### config.mk
export PLATFORM = sky130hd
export DESIGN_NAME = dncnt_ctrl
export DESIGN_NICKNAME = d
export VERILOG_FILES = /design/src/rtl/dncnt_ctrl.sv
export SDC_FILE = /design/constraint.sdc
export NUM_CORES = 1
export LEC_CHECK = 0
export ABC_AREA = 1
export CORE_ASPECT_RATIO = 1.25
export CORE_UTILIZATION = 56
export DETAILED_ROUTE_END_ITERATION = 8
export PLACE_DENSITY = 0.84
export SLEW_MARGIN = 20
export SYNTH_ARGS = -nofsm -noshare
export SYNTH_HDL_FRONTEND = slang
export SYNTH_SLANG_ARGS = --single-unit
### constraint.sdc
create_clock -name clk -period 3.8 [get_ports clk]
set_input_delay 0.76 -clock clk [delete_from_list [all_inputs] [get_ports clk]]
set_output_delay 0.76 -clock clk [all_outputs]
set_load 0.02 [all_outputs]
### src/rtl/dncnt_ctrl.sv
// Down-counter sequencing controller: start/stop/pause command set, terminal-count pulse, optional auto-reload.
// Optional tick prescaler built only when DNCNT_PRESCALE_EN is defined.
module dncnt_ctrl #(
  parameter int WIDTH    = 4,
  parameter int PRESCALE = 4,
  parameter int WRAP_W   = 8
) (
  input  logic              clk,
  input  logic              rst,
  input  logic [WIDTH-1:0]  load_val,
  input  logic              start,
  input  logic              stop,
  input  logic              pause,
  input  logic              mode_reload,
  output logic [WIDTH-1:0]  count,
  output logic              busy,
  output logic              done,
  output logic              tc,
  output logic [WRAP_W-1:0] wrap_cnt
);

  typedef enum logic [1:0] {
    S_IDLE  = 2'd0,
    S_RUN   = 2'd1,
    S_PAUSE = 2'd2,
    S_DONE  = 2'd3
  } state_t;

  localparam logic [WIDTH-1:0]  CNT_ZERO = {WIDTH{1'b0}};
  localparam logic [WIDTH-1:0]  CNT_ONE  = WIDTH'(1);
  localparam logic [WRAP_W-1:0] WRAP_MAX = {WRAP_W{1'b1}};

  if (WIDTH < 2 || PRESCALE < 2) begin : g_param_check
    $error("dncnt_ctrl: WIDTH and PRESCALE must both be at least 2");
  end

  state_t              state_r, state_s;
  logic [WIDTH-1:0]    count_s, reload_r, reload_s;
  logic [WRAP_W-1:0]   wrap_s;
  logic                mode_r, mode_s, tc_s, tick_s;

`ifdef DNCNT_PRESCALE_EN
  localparam int              PW        = $clog2(PRESCALE);
  localparam logic [PW-1:0]   PRESC_MAX = PW'(PRESCALE - 1);
  localparam logic [PW-1:0]   PRESC_ONE = PW'(1);
  logic [PW-1:0] presc_r, presc_s;
  assign tick_s = (presc_r == PRESC_MAX);
`else
  assign tick_s = 1'b1;
`endif

  // Next-state and datapath update; command priority is stop > start > pause > tick.
  always_comb begin
    state_s  = state_r;
    count_s  = count;
    reload_s = reload_r;
    mode_s   = mode_r;
    wrap_s   = wrap_cnt;
    tc_s     = 1'b0;
`ifdef DNCNT_PRESCALE_EN
    presc_s  = presc_r;
`endif
    if (stop) begin
      // stop while idle leaves the count untouched (it is already zero there)
      if (state_r != S_IDLE) begin
        count_s = CNT_ZERO;
      end else begin
        count_s = count;
      end
      state_s = S_IDLE;
    end else if (start) begin
      reload_s = load_val;
      mode_s   = mode_reload;
      wrap_s   = {WRAP_W{1'b0}};
`ifdef DNCNT_PRESCALE_EN
      presc_s  = {PW{1'b0}};
`endif
      if (load_val == CNT_ZERO) begin
        state_s = S_DONE;
        count_s = CNT_ZERO;
        tc_s    = 1'b1;
      end else begin
        state_s = S_RUN;
        count_s = load_val;
      end
    end else begin
      case (state_r)
        S_RUN: begin
          if (pause) begin
            state_s = S_PAUSE;
          end else begin
`ifdef DNCNT_PRESCALE_EN
            presc_s = tick_s ? {PW{1'b0}} : (presc_r + PRESC_ONE);
`endif
            if (!tick_s) begin
              count_s = count;
            end else if (count > CNT_ONE) begin
              count_s = count - CNT_ONE;
            end else if (mode_r) begin
              count_s = reload_r;
              tc_s    = 1'b1;
              if (wrap_cnt != WRAP_MAX) begin
                wrap_s = wrap_cnt + WRAP_W'(1);
              end else begin
                wrap_s = wrap_cnt;
              end
            end else begin
              count_s = CNT_ZERO;
              tc_s    = 1'b1;
              state_s = S_DONE;
            end
          end
        end
        S_PAUSE: begin
          if (!pause) begin
            state_s = S_RUN;
          end else begin
            state_s = S_PAUSE;
          end
        end
        S_DONE:  state_s = S_DONE;
        S_IDLE:  state_s = S_IDLE;
        default: state_s = S_IDLE;
      endcase
    end
  end

  // State and output registers; busy/done are decoded from the next state so they align with count.
  always_ff @(posedge clk or negedge rst) begin
    if (!rst) begin
      state_r  <= S_IDLE;
      count    <= CNT_ZERO;
      reload_r <= CNT_ZERO;
      mode_r   <= 1'b0;
      wrap_cnt <= {WRAP_W{1'b0}};
      tc       <= 1'b0;
      busy     <= 1'b0;
      done     <= 1'b0;
    end else begin
      state_r  <= state_s;
      count    <= count_s;
      reload_r <= reload_s;
      mode_r   <= mode_s;
      wrap_cnt <= wrap_s;
      tc       <= tc_s;
      busy     <= (state_s == S_RUN) || (state_s == S_PAUSE);
      done     <= (state_s == S_DONE);
    end
  end

`ifdef DNCNT_PRESCALE_EN
  // Tick prescaler: cleared on start, advances only in RUN.
  always_ff @(posedge clk or negedge rst) begin
    if (!rst) begin
      presc_r <= {PW{1'b0}};
    end else begin
      presc_r <= presc_s;
    end
  end
`endif

endmodule
==> results.md <==
- Total CTS buffers: 3
- Die Area: about 2700 um2
- Horiz. Die Dim: approximately 47 um
- Combinational family with the most area after synthesis: simple AND/OR/NAND/NOR gates
- Worst-Skew Late Latency: 320 ps
- Hold bufs inserted after CTS: 0
- Sequential share of the synthesized area: 38.7%
- WL final: about 3000 um
- Resized cells post-CTS: 0
- DRT antenna net count: 0
- Initial antenna violation count: 0
- Total DRC errors in the routed layout: 0
- Critical path peak fanout: 6
- FF+latch count, synth: 22
- VDD IR max: between 0.2 and 0.3 mV
- P_leak: approximately 0.83 nW
- Status: complete, no violations
- Worst-path clk slew: roughly 120 ps
- Simple-gate share of the synthesized area: about two fifths
- Max-slew violations: 0
- Total global-route track usage: approximately a quarter
- CTS tree: yes
- Synth Area in XOR/XNOR: 0.616%
- Synth unique cells: 23
- Final hold vios: 0
- HPWL Detailed: between 2000 and 2500 um
- Cells after synthesis: roughly 190
- Power Density: roughly 380 nW/um2
- Slowest CP cell: clkdlybuf4s50_1
- DR WL/cell: 12.2 um
- Setup CP Type: register to output pin
- Syn_nets: about 200
- Reg2reg start: count[0]
- Req. time, crit path: approximately 3000 ps
- Top cell type's share of synthesized area: just under 40%
- DR iter-0 viols: 18
- HP Class: input pin to async pin
- Setup Viol. Count Final: 0
- Cell Area, Synth: about 1400 um2
- Max incr delay on CP: 650 ps
- Hold Worst Slack: 384 ps
- Post-synthesis adder-cell area fraction: approximately 3.5%
- Minimum clock period: approximately 2200 ps
- GRT overflow: 0
- Largest delay share family, worst path: buffers and inverters
- Critical Path AT: roughly 1500 ps
- Avg Inst Size Synth: 7.45 um2
- Area Growth Syn to Fin: 20.1%
- IO buf count: 24
- Drt via density: just over 5
- Multiplexer share of the synthesized area: 0%
- Worst Setup SP: wrap_cnt[0]
- Core box area: about 2400 um2
- Clock skew: 2.46 ps
- RSZ-0062 raised after global routing: no
- Warning count from the yosys run: 0
- Initial Utilization: ~59%
- Synth top area cells: dfrtp_1 (39%), nand2_1 (15%), nand3_1 (7.4%), nor2_1 (6.1%), inv_1 (5.5%)
- Pwr Total: 0.000653 W
- Crit end category: output pin
- Top Ports: 25
- Final Cycle Share: between 50% and 60%
- Max_slew headroom: 65.1%
- Crit path buf inv count: 1
- Clock Sinks: 22
- CP Launch Type: register
- Clk root buf: clkbuf_4
- Nets: 231
- Slew @ Worst Pin: roughly 520 ps
- Setup bufs post-CTS: 0
- FP Rows: 20
- Layout cells sized above 1: 13.0%
- Die H: between 50 and 60 um
- # fillers: 224
- Post-route setup TNS: 0 ps
- Max Root-Sink Buffers: 2
- Crit-path cells: clkdlybuf4s50_1
- GP Congestion: approximately 0.84
- Vias after detailed routing: 1271
- Fmax: between 0.4 and 0.5 GHz
- # H-tree levels: 1
- ANT cells: 0
- Max_cap viols: 0
- Vias in the first global route: around 1200
- Global-route wire length before repair: 4970 um
- Compound-Gate Fraction of Synth Area: 7.30%
- Pin count of the biggest net entering global routing: 24
- Top cell type by total area after synthesis: dfrtp_1
- 1st-pass router iterations: 4
## worst reg2reg max path: cells and delay by family (launching register included)
kind                       cells  cell delay [ps]
AOI/OAI and AO/OA              1              140
adders and majority gates      2              490
buffers and inverters          3              280
DFF                            1              430
and+or+nand+nor                3              270
## Yosys cell counts
master    instances
nand3_4           2
o21ai_0           7
buf_4             2
nand2_1          55
nor2_2            7
inv_2             2
dfrtp_1          22
nand2_4           4
a21oi_1           5
nor2_1           23
xor2_1            1
a21boi_2          2
buf_6             1
nand3_1          21
and2_1            1
nor2_4            4
ha_1              4
or2_1             1
nand2_2           2
a31oi_1           1
nor3_1            1
a21boi_1          2
inv_1            21
## flip-flops by register name (all words and copies together), names as in the netlist
name	cells
wrap_cnt	8
count	4
reload_r	4
state_r	2
busy	1
done	1
mode_r	1
tc	1
## cells in the final DEF, fill, tap and decap left out, types with 2 or more instances in the layout
cell	count
clkdlybuf4s50_1	23
nand3_1	21
dfrtp_1	22
o21ai_0	7
nor2_2	7
nand3_4	2
ha_1	4
a21oi_1	5
nor2_4	4
nand2_2	2
inv_1	21
nand2_1	55
inv_2	2
a21boi_2	2
a21boi_1	2
nor2_1	23
clkbuf_4	3
nand2_4	4
## metal layers
layer  part of all wire, %  track usage, %
met5                     0               0
met4                   3.2            16.7
met3                   3.0            3.07
met2                    53            45.2
met1                    41            27.8
## metrics by stage
stage / instance area [um2] / setup WS, ps / std cells / util (%)
floorplan: 1420 / 2090 / 191 / -
global placement: 1680 / 1440 / 245 / 69.1
detailed placement: 1680 / 1350 / 245 / 69.1
CTS: 1710 / 1580 / 249 / 70.6
global route: 1710 / 1540 / 249 / 70.4
finish: 1710 / 1570 / 249 / 70.4
## power by group
| group | total [W] | switching [W] | internal (W) | leakage (nW) |
|---|---|---|---|---|
| Clock | 0.000134 | 0.0000748 | 0.0000587 | 0.0210 |
| Combinational | 0.000229 | 0.000135 | 0.0000948 | 0.524 |
| Sequential | 0.000290 | 0.0000293 | 0.000261 | 0.283 |
## area by class of cell
type	count	area [um2]	area share (%)
clock buffer	4	36.3	2.12
inverter	23	86.3	5.05
multi-input combinational	143	759	44.4
sequential	22	551	32.2
tap	33	41.3	2.42
timing repair buffer	24	235	13.8
## cell families after synthesis
logic type                 after synthesis
AOI/OAI and AO/OA                       17
adders and majority gates                4
and+or+nand+nor                        121
DFF                                     22
buffers and inverters                   26
xor gates and xnor gates                 1
## worst paths after layout
kind | slack [ps] | cells after the start | to
max | 1570 | 1 | wrap_cnt[0]
min in group clk | 500 | 2 | reload_r[0]
max reg2reg | 2090 | 9 | busy
min reg2reg | 500 | 2 | reload_r[0]
max in group asynchronous | 3080 | 1 | reload_r[3]
min | 380 | 1 | tc
No activity file was read; power rests on OpenSTA's default activity.
